===== src/rtl/rtc_bus_responder.sv =====
// rtc_bus_responder: RTC-side responder for the CS/AD/RD/WR multiplexed bus with a local read port.
// Optional macro RTC_BUS_AUTO_INC_EN: advance the address after each completed in-range data cycle.
module rtc_bus_responder #(
    parameter int         REG_DEPTH   = 128,
    parameter int         SYNC_STAGES = 2,
    parameter logic [7:0] RESET_VAL   = 8'h00
) (
    input  logic       clk,
    input  logic       reset,
    input  logic       cs_n,
    input  logic       ad_n,
    input  logic       rd_n,
    input  logic       wr_n,
    input  logic [7:0] ad_in,
    output logic [7:0] ad_out,
    output logic       ad_oe,
    output logic       wr_pulse,
    output logic [7:0] wr_addr,
    output logic [7:0] wr_data,
    output logic       err,
    input  logic [7:0] loc_addr,
    output logic [7:0] loc_data
);
    localparam int         AW    = (REG_DEPTH > 1) ? $clog2(REG_DEPTH) : 1;
    localparam logic [8:0] DEPTH = 9'(REG_DEPTH);

    typedef enum logic [2:0] {IDLE, ADDR, ARMED, WR, RD} state_t;

    logic [3:0] stb_q [SYNC_STAGES];
    logic [3:0] stb_d [SYNC_STAGES];
    logic [7:0] bus_q [SYNC_STAGES];
    logic [7:0] bus_d [SYNC_STAGES];
    logic [2:0] prev_q, prev_d;
    logic [7:0] bus_prev_q, bus_prev_d;
    state_t     state_q, state_d;
    logic [7:0] addr_q, addr_d;
    logic [7:0] mem_q [REG_DEPTH];
    logic [7:0] mem_d [REG_DEPTH];
    logic [7:0] ad_out_q, ad_out_d, wr_addr_q, wr_addr_d, wr_data_q, wr_data_d, loc_data_q, loc_data_d;
    logic       ad_oe_q, ad_oe_d, wr_pulse_q, wr_pulse_d, err_q, err_d;
    logic       cs, ad, rd, wr, ad_rise, rd_rise, wr_rise, addr_ok, loc_ok;
    logic [AW-1:0] idx;

    assign {cs, ad, rd, wr} = stb_q[SYNC_STAGES-1];
    assign ad_rise = ad & ~prev_q[2];
    assign rd_rise = rd & ~prev_q[1];
    assign wr_rise = wr & ~prev_q[0];
    assign addr_ok = {1'b0, addr_q} < DEPTH;
    assign loc_ok  = {1'b0, loc_addr} < DEPTH;
    assign idx     = addr_q[AW-1:0];

    // Synchronizer chain for strobes and bus, plus one cycle of history for edge detection.
    always_comb begin
        stb_d[0] = {cs_n, ad_n, rd_n, wr_n};
        bus_d[0] = ad_in;
        for (int i = 1; i < SYNC_STAGES; i++) begin
            stb_d[i] = stb_q[i-1];
            bus_d[i] = bus_q[i-1];
        end
        prev_d     = stb_q[SYNC_STAGES-1][2:0];
        bus_prev_d = bus_q[SYNC_STAGES-1];
    end

    // Bus state machine, register-file update and local read port.
    always_comb begin
        state_d    = state_q;
        addr_d     = addr_q;
        mem_d      = mem_q;
        ad_out_d   = ad_out_q;
        ad_oe_d    = 1'b0;
        wr_pulse_d = 1'b0;
        wr_addr_d  = wr_addr_q;
        wr_data_d  = wr_data_q;
        err_d      = 1'b0;
        loc_data_d = loc_ok ? mem_q[loc_addr[AW-1:0]] : 8'h00;
        case (state_q)
            IDLE: state_d = (!cs && !ad) ? ADDR : IDLE;
            ADDR: begin
                if (cs) begin
                    state_d = IDLE;
                end else if (ad_rise) begin
                    addr_d  = bus_prev_q;
                    state_d = ARMED;
                end
            end
            ARMED: begin
                if (!cs && !ad) begin
                    state_d = ADDR;
                end else if (!rd && !wr) begin
                    err_d = prev_q[1] | prev_q[0];
                end else if (!cs && !wr) begin
                    state_d = WR;
                end else if (!cs && !rd) begin
                    state_d  = RD;
                    ad_out_d = addr_ok ? mem_q[idx] : 8'h00;
                    err_d    = !addr_ok;
                end
            end
            WR: begin
                if (cs || !ad || !rd) begin
                    err_d   = 1'b1;
                    state_d = ARMED;
                end else if (wr_rise) begin
                    state_d = ARMED;
                    err_d   = !addr_ok;
                    if (addr_ok) begin
                        mem_d[idx] = bus_prev_q;
                        wr_pulse_d = 1'b1;
                        wr_addr_d  = addr_q;
                        wr_data_d  = bus_prev_q;
`ifdef RTC_BUS_AUTO_INC_EN
                        addr_d     = (addr_q == 8'(REG_DEPTH-1)) ? 8'h00 : addr_q + 8'h01;
`endif
                    end
                end
            end
            RD: begin
                if (!ad || !wr) begin
                    err_d   = 1'b1;
                    state_d = ARMED;
                end else if (rd_rise || cs) begin
                    state_d = ARMED;
`ifdef RTC_BUS_AUTO_INC_EN
                    if (addr_ok) addr_d = (addr_q == 8'(REG_DEPTH-1)) ? 8'h00 : addr_q + 8'h01;
`endif
                end else begin
                    ad_oe_d = 1'b1;
                end
            end
            default: state_d = IDLE;
        endcase
    end

    // State registers; reset also drops ad_oe asynchronously and clears the register file.
    always_ff @(posedge clk or negedge reset) begin
        if (!reset) begin
            for (int i = 0; i < SYNC_STAGES; i++) begin
                stb_q[i] <= 4'hF;
                bus_q[i] <= 8'h00;
            end
            for (int i = 0; i < REG_DEPTH; i++) mem_q[i] <= RESET_VAL;
            prev_q     <= 3'b111;
            bus_prev_q <= 8'h00;
            state_q    <= IDLE;
            addr_q     <= 8'h00;
            ad_out_q   <= 8'h00;
            ad_oe_q    <= 1'b0;
            wr_pulse_q <= 1'b0;
            wr_addr_q  <= 8'h00;
            wr_data_q  <= 8'h00;
            err_q      <= 1'b0;
            loc_data_q <= 8'h00;
        end else begin
            stb_q      <= stb_d;
            bus_q      <= bus_d;
            mem_q      <= mem_d;
            prev_q     <= prev_d;
            bus_prev_q <= bus_prev_d;
            state_q    <= state_d;
            addr_q     <= addr_d;
            ad_out_q   <= ad_out_d;
            ad_oe_q    <= ad_oe_d;
            wr_pulse_q <= wr_pulse_d;
            wr_addr_q  <= wr_addr_d;
            wr_data_q  <= wr_data_d;
            err_q      <= err_d;
            loc_data_q <= loc_data_d;
        end
    end

    assign ad_out   = ad_out_q;
    assign ad_oe    = ad_oe_q;
    assign wr_pulse = wr_pulse_q;
    assign wr_addr  = wr_addr_q;
    assign wr_data  = wr_data_q;
    assign err      = err_q;
    assign loc_data = loc_data_q;
endmodule


===== config.mk =====
export PLATFORM = sky130hd
export DESIGN_NAME = rtc_bus_responder
export DESIGN_NICKNAME = d
export VERILOG_FILES = /design/src/rtl/rtc_bus_responder.sv
export SDC_FILE = /design/constraint.sdc
export NUM_CORES = 2
export LEC_CHECK = 0
export CAP_MARGIN = 20
export CELL_PAD_IN_SITES_DETAIL_PLACEMENT = 1
export CELL_PAD_IN_SITES_GLOBAL_PLACEMENT = 1
export CORE_ASPECT_RATIO = 1.1
export CORE_MARGIN = 2
export CORE_UTILIZATION = 50
export CTS_BUF_LIST = sky130_fd_sc_hd__clkbuf_4 sky130_fd_sc_hd__clkbuf_8
export DETAILED_ROUTE_END_ITERATION = 10
export PLACE_DENSITY = 0.77
export SYNTH_ARGS = -nofsm -noshare
export SYNTH_HDL_FRONTEND = slang
export SYNTH_SLANG_ARGS = --single-unit

===== constraint.sdc =====
create_clock -name clk -period 5.7 [get_ports clk]
set_input_delay 1.71 -clock clk [delete_from_list [all_inputs] [get_ports clk]]
set_output_delay 1.71 -clock clk [all_outputs]
set_load 0.01 [all_outputs]

Yosys cells after proc, flatten, opt, wreduce, memory -nomap -nowiden:

Index checks and enable logic that the tools add are counted.

* order comparisons: 5
* equality and inequality tests: 9
* muxes and demuxes: 38
* bitwise operators: 14
* reduce and logical (&&, ||, !) cells: 19

Operators with widths (count)
* bitwise mux 1024 bit: 1
* binary-select mux 8 bit (select 7 bit): 2
* demux 8 bit (select 7 bit): 1
* two-way mux 8 bit: 7
* two-way mux 3 bit: 10
* >= comparator 8 bit (second input constant): 2
* less-than comparator 8 bit (second input constant): 2
* NOT 7 -> 8 bit: 2
* two-way mux 1 bit: 15
* case mux 3 bit (5 select lines): 1
* != test 3 bit (second input constant): 4
* AND reduction 5 bit: 2
* less-than comparator 8 x 1 -> 1 bit (second input constant): 1
* NOT 1 bit: 8
* == test 3 x 2 -> 1 bit (second input constant): 2
* logical AND 1 bit: 5
* zero test 1 bit: 5
* logical OR 1 bit: 4
* != test 4 bit (second input constant): 1
* AND reduction 4 bit: 1
* AND 1 bit: 3
* == test 3 x 1 -> 1 bit (second input constant): 1
* == test 3 bit (second input constant): 1
* zero test 3 bit: 1
* other kinds (3): 3

* register bits after elaboration: 1105
* input bits: 22
* output and inout port bits: 35
* logic and storage cells: 228

Depth between registers and ports, before layout:

* depth after elaboration: 7
* depth in mapped cells: 11
* mapped depth without buffers: 7

Worst setup path before layout:

Ideal clock, no wire load.

* path kind: input -> register
* from: input loc_addr[0]
* to: register loc_data_q[0] (netlist: loc_data[0])
* library setup time: 0.135 ns
* arrival time: 3.525 ns
* required time: 5.565 ns
* slack: 2.041 ns
* cell stages on the path: 8
* path buffers: 3
* cell sequence: clkbuf_1 > clkbuf_1 > buf_2 > mux4_2 > a22oi_1 > a21oi_1 > nor4_1 > o22ai_1

* longest elaborated chain between the ends: 5
* elaborated cells on any way between the ends: 6
* those cells by class: 1 x order compare; 4 x mux; 1 x bitwise

RTL lines
* from (decl): line 21 `input logic [7:0] loc_addr,`
* NOT 7 -> 8 bit (implied by the code): line 75 `loc_data_d = loc_ok ? mem_q[loc_addr[AW-1:0]] : 8'h00;`
* binary-select mux 8 bit (select 7 bit): line 75
* two-way mux 8 bit (implied by the code) (2 in a row): line 75
* two-way mux 8 bit *: line 75
* named net loc_data_d[0]: line 39 `logic [7:0] ad_out_q, ad_out_d, wr_addr_q, wr_addr_d, wr_data_q, wr_data_d, loc_data_q, loc_data_d;`
* to (signal assigned): line 167 `loc_data_q <= loc_data_d;`
* to (decl): line 39

Mark *: on every way through the listed nets, which the timed path passes. The rest lies on a longest branch. The select of a mux whose other input is x is not followed.
A chain may end at the register's enable or synchronous reset.

Worst setup path in the final report:

* from: input loc_addr[2]
* to: register loc_data_q[2] (netlist: loc_data[2])

Same word-level chain as after synthesis.

==> flow_results.org <==
** Outcome
- Result of the run :: complete, no violations

** Yosys
- Cells taking the most area after synthesis :: sky130_fd_sc_hd__dfrtp_1 (48%), sky130_fd_sc_hd__mux2_2 (22%), sky130_fd_sc_hd__mux4_2 (11%)
- Of the post-synthesis cell area, the dominant cell type holds 0.4774.
- The synthesized design contains 0 enable-type register cells.
- Post-synthesis net count :: 4258
- During synthesis, Yosys emitted a total of 0 warnings.
- Post-synthesis cell type with the largest combined area :: sky130_fd_sc_hd__dfrtp_1
- The mapped netlist covers 0.05735 sq mm.
- Share of synthesized registers carrying an async set or reset :: 1.000
- Synth Instances :: 4236
- The synthesized design contains 1105 register bits.
- Among all flip-flop cells after synthesis, the most frequent one is sky130_fd_sc_hd__dfrtp_1.
- Count of different cell masters after synthesis :: 77
- Of the synthesized area, sequential elements account for 0.4824.
- Post-synthesis average cell area :: 13.54 sq um

** Clock tree
- Post-CTS repair changed the size of 0 cells.
- The number of setup buffers added after CTS is 0.
- The number of clock buffers added by TritonCTS is 181.
- The clock passes through at most 3 buffers.
- After clock tree synthesis, the flow added hold-fix buffers numbering 0.
- Num Clock Sinks :: 1105
- Source-to-sink clock delay at the later pin of the worst-skew pair :: 0.94 ns
- H-tree lvl count :: 4
- Cell at the root of the clock tree :: sky130_fd_sc_hd__clkbuf_8
- Clock-pin slew was measured on the worst setup and hold paths at 0.06 ns.
- CTS tree :: yes

** STA
- Unrepaired setup endpoints after global routing :: no
- Of the available clock period, the critical path in the final layout requires 0.7819.
- Hold is met by 0.3429 ns.
- Final critical delay including setup and external delays :: 4.457 ns
- Timing would allow up to 224.4 MHz.
- Setup violations remaining at the end of the flow were counted as 0.
- Slew margin rel. :: 0.1369
- Adding up every negative setup slack in the final design gives 0 ns.
- Slew at the pin closest to its max-slew limit :: 1.283 ns
- Clock skew on the completed layout was measured at 0.03960 ns.
- The hold violation count in the final report came to 0.
- Final-report max-slew violation count :: 0

** Layout
- Fill cell total of the finished layout :: 10970
- Of the cells placed in the final design, the portion with a size suffix greater than 1 is 0.4559.
- The final layout contains 4258 nets.
- After the flow finishes, the layout carries non-filler instances totaling 5901.
- From synthesis to final layout, the design area changed by 10.68%.
- Utilization of the core after routing :: 0.5567

** Placed design
- Routability-driven placement finished with a final weighted congestion of 0.9672.
- Placed cell count :: 5569
- Port bufs :: 56
- Post-detail-place hpwl :: 142.8 mm

** Routing
- Vias per cell :: 7.264
- DRC violation count after routing :: 0
- WL met1 :: 82.12 mm
- First DRT Iteration DRCs :: 5040
- For this block, the routed nets add up to 222.7 mm of wire.
- The pre-antenna-repair detailed-routing pass consisted of 7 iterations.
- Met3 routed wirelength :: 27.87 mm
- Vias after detailed routing :: 42867
- After detailed routing, the average wire length per cell comes to 37.74 microns.
- Final ANT Viol Nets :: 0
- After detailed routing, the met2 layer carries 97.13 mm of wire.
- Highest metal layer with signal wires :: met5

** Global routing
- The via count of the first global-routing pass was 44628.
- Global routing finished with a remaining overflow of 0.
- Initial antenna violation count :: 12
- The first global-routing pass estimated 323.7 mm of wire.
- Entering global routing, the biggest net connects 121 pins.
- In the global route stage, overall resource usage came out at 0.3790.

** Power and ir drop
- Leakage Power :: 28.84 nW
- In this run the power density over the cells is 338.9 mW/mm^2.
- Across the VDD grid, the largest voltage drop is 302.5 uV.

** Setup path
- STA puts the critical path data arrival time at 5.22 ns.
- The worst setup path is of the input pin to flop kind.
- Critical Path Source Type :: input pin
- Critical path peak fanout :: 32
- Endpoint class of the critical path :: flop
- Endpoint required time on the critical path :: 6.46 ns

** Die
- Pin placement for this block handled 57 I/O pins.
- Site Rows :: 130
- After floorplanning, the core was sized to cover 0.1140 sq mm.
- Die height :: 359.2 microns
- The die covers 0.1174 sq mm.
- Starting density of the core :: 0.5030
- From left edge to right edge, the die measures 326.9 microns.

** Hold path
- The min-delay analysis places its worst path in the category flop to flop.

** Flow run
- Number of max-cap violations :: 0
-- kinds of logic (layout without fill, tap and decap cells) --
logic type,Yosys count,after routing,synth area share
other,0,5,0
buffers and inverters,386,528,0.03109
DFF,1105,1105,0.4824
AOI/OAI and AO/OA,769,769,0.09656
and+or+nand+nor,492,492,0.04595
muxes,1484,1484,0.3440
-- report_power, final --
part	total [W]	internal [W]	switching [W]
combinational	0.00562	0.00129	0.00433
sequential	0.00840	0.00795	0.000453
clock	0.00749	0.00411	0.00338
total	0.0215	0.0133	0.00817
-- layout make-up --
type	instances	area (sq um)	area share
Tap cell	1518	1899	0.02992
Clock inverter	19	123.9	0.001951
Clock buffer	306	3742	0.05896
Inverter	8	30.03	0.0004731
Antenna cell	5	12.51	0.0001971
Timing Repair Buffer	195	1937	0.03051
Sequential cell	1105	27710	0.4366
Multi-Input combinational cell	2745	28020	0.4414
-- per-stage QoR --
stage	worst slack (ns)	area (sq um)	total power, W
CTS	1.616	63420	0.02119
global placement	0.5394	59530	0.01372
global route	1.386	63470	0.02182
detailed placement	0.6801	59550	0.01376
finish	1.243	63470	0.02151
floorplan	2.041	57350	0.01085
-- worst paths after layout --
path / from / to / slack [ns] / depth (start not counted)
max: loc_addr[2] / loc_data[2]$_DFF_PN0_ / 1.24 / 7
min: stb_d[3]$_DFF_PN1_ / cs$_DFF_PN1_ / 0.34 / 0
max reg2reg: addr_q[0]$_DFFE_PN0P_ / ad_out[2]$_DFFE_PN0P_ / 1.35 / 6
min reg2reg: stb_d[3]$_DFF_PN1_ / cs$_DFF_PN1_ / 0.34 / 0
max in group asynchronous: reset / bus_prev_q[6]$_DFF_PN0_ / 3.49 / 2
min in group asynchronous: reset / wr_data[5]$_DFFE_PN0P_ / 0.85 / 1
-- cells in the mapped netlist (all sizes together) (18+ instances only) --
| library cell | count |
|---|---|
| o21ai | 60 |
| nand4 | 22 |
| a22o | 40 |
| a221oi | 78 |
| nand2 | 220 |
| a22oi | 254 |
| o211ai | 23 |
| mux2 | 1105 |
| clkbuf | 216 |
| nand3 | 18 |
| a21oi | 160 |
| nor2 | 121 |
| nor4 | 21 |
| buf | 162 |
| mux4 | 279 |
| mux2i | 100 |
| a221o | 21 |
| dfrtp | 1094 |
-- critical path, stage by stage --
cell,delay [ns]
sky130_fd_sc_hd__clkdlybuf4s50_1,0.74
sky130_fd_sc_hd__nor2b_2,0.31
sky130_fd_sc_hd__buf_4,0.32
sky130_fd_sc_hd__a22oi_1,0.44
sky130_fd_sc_hd__a21oi_1,0.30
sky130_fd_sc_hd__nor4_1,1.15
sky130_fd_sc_hd__o22ai_1,0.16
-- metal layers --
metal	GRT usage	vias to the layer above
li1	-	16393
met1	0.4849	22630
met2	0.5479	2961
met3	0.1373	867
met4	0.2343	16
met5	0	-
-- layout by cell type (no fill, tap or decap), types with 19 or more instances in the layout --
cell type | synthesis | layout
sky130_fd_sc_hd__nand2_2 | 46 | 46
sky130_fd_sc_hd__nor4_1 | 20 | 19
sky130_fd_sc_hd__clkbuf_4 | 0 | 76
sky130_fd_sc_hd__clkbuf_8 | 0 | 231
sky130_fd_sc_hd__mux4_2 | 279 | 279
sky130_fd_sc_hd__a221oi_1 | 76 | 76
sky130_fd_sc_hd__a22o_1 | 40 | 40
sky130_fd_sc_hd__dfrtp_1 | 1094 | 1081
sky130_fd_sc_hd__nor2_1 | 79 | 75
sky130_fd_sc_hd__nor2_2 | 22 | 23
sky130_fd_sc_hd__nand4_1 | 22 | 22
sky130_fd_sc_hd__mux2i_1 | 100 | 100
sky130_fd_sc_hd__a221o_1 | 21 | 21
sky130_fd_sc_hd__o21ai_0 | 60 | 60
sky130_fd_sc_hd__a21oi_1 | 160 | 160
sky130_fd_sc_hd__nand2_1 | 171 | 171
sky130_fd_sc_hd__a22oi_1 | 254 | 254
sky130_fd_sc_hd__buf_12 | 0 | 24
sky130_fd_sc_hd__o211ai_1 | 23 | 23
sky130_fd_sc_hd__buf_4 | 21 | 112
sky130_fd_sc_hd__clkdlybuf4s50_1 | 0 | 53
sky130_fd_sc_hd__mux2_2 | 1097 | 1097
-- flip-flops by register name, summed over array words and instances (netlist names), 3 cells and up --
| register | cells |
|---|---|
| stb_d | 4 |
| mem_q | 1024 |
| loc_data | 8 |
| state_q | 3 |
| bus_d | 8 |
| bus_prev_d | 8 |
| wr_data | 8 |
| prev_q | 3 |
| wr_addr | 8 |
| bus_prev_q | 8 |
| addr_q | 8 |
| ad_out | 8 |
Note: power is estimated with default switching activity, not from simulation.
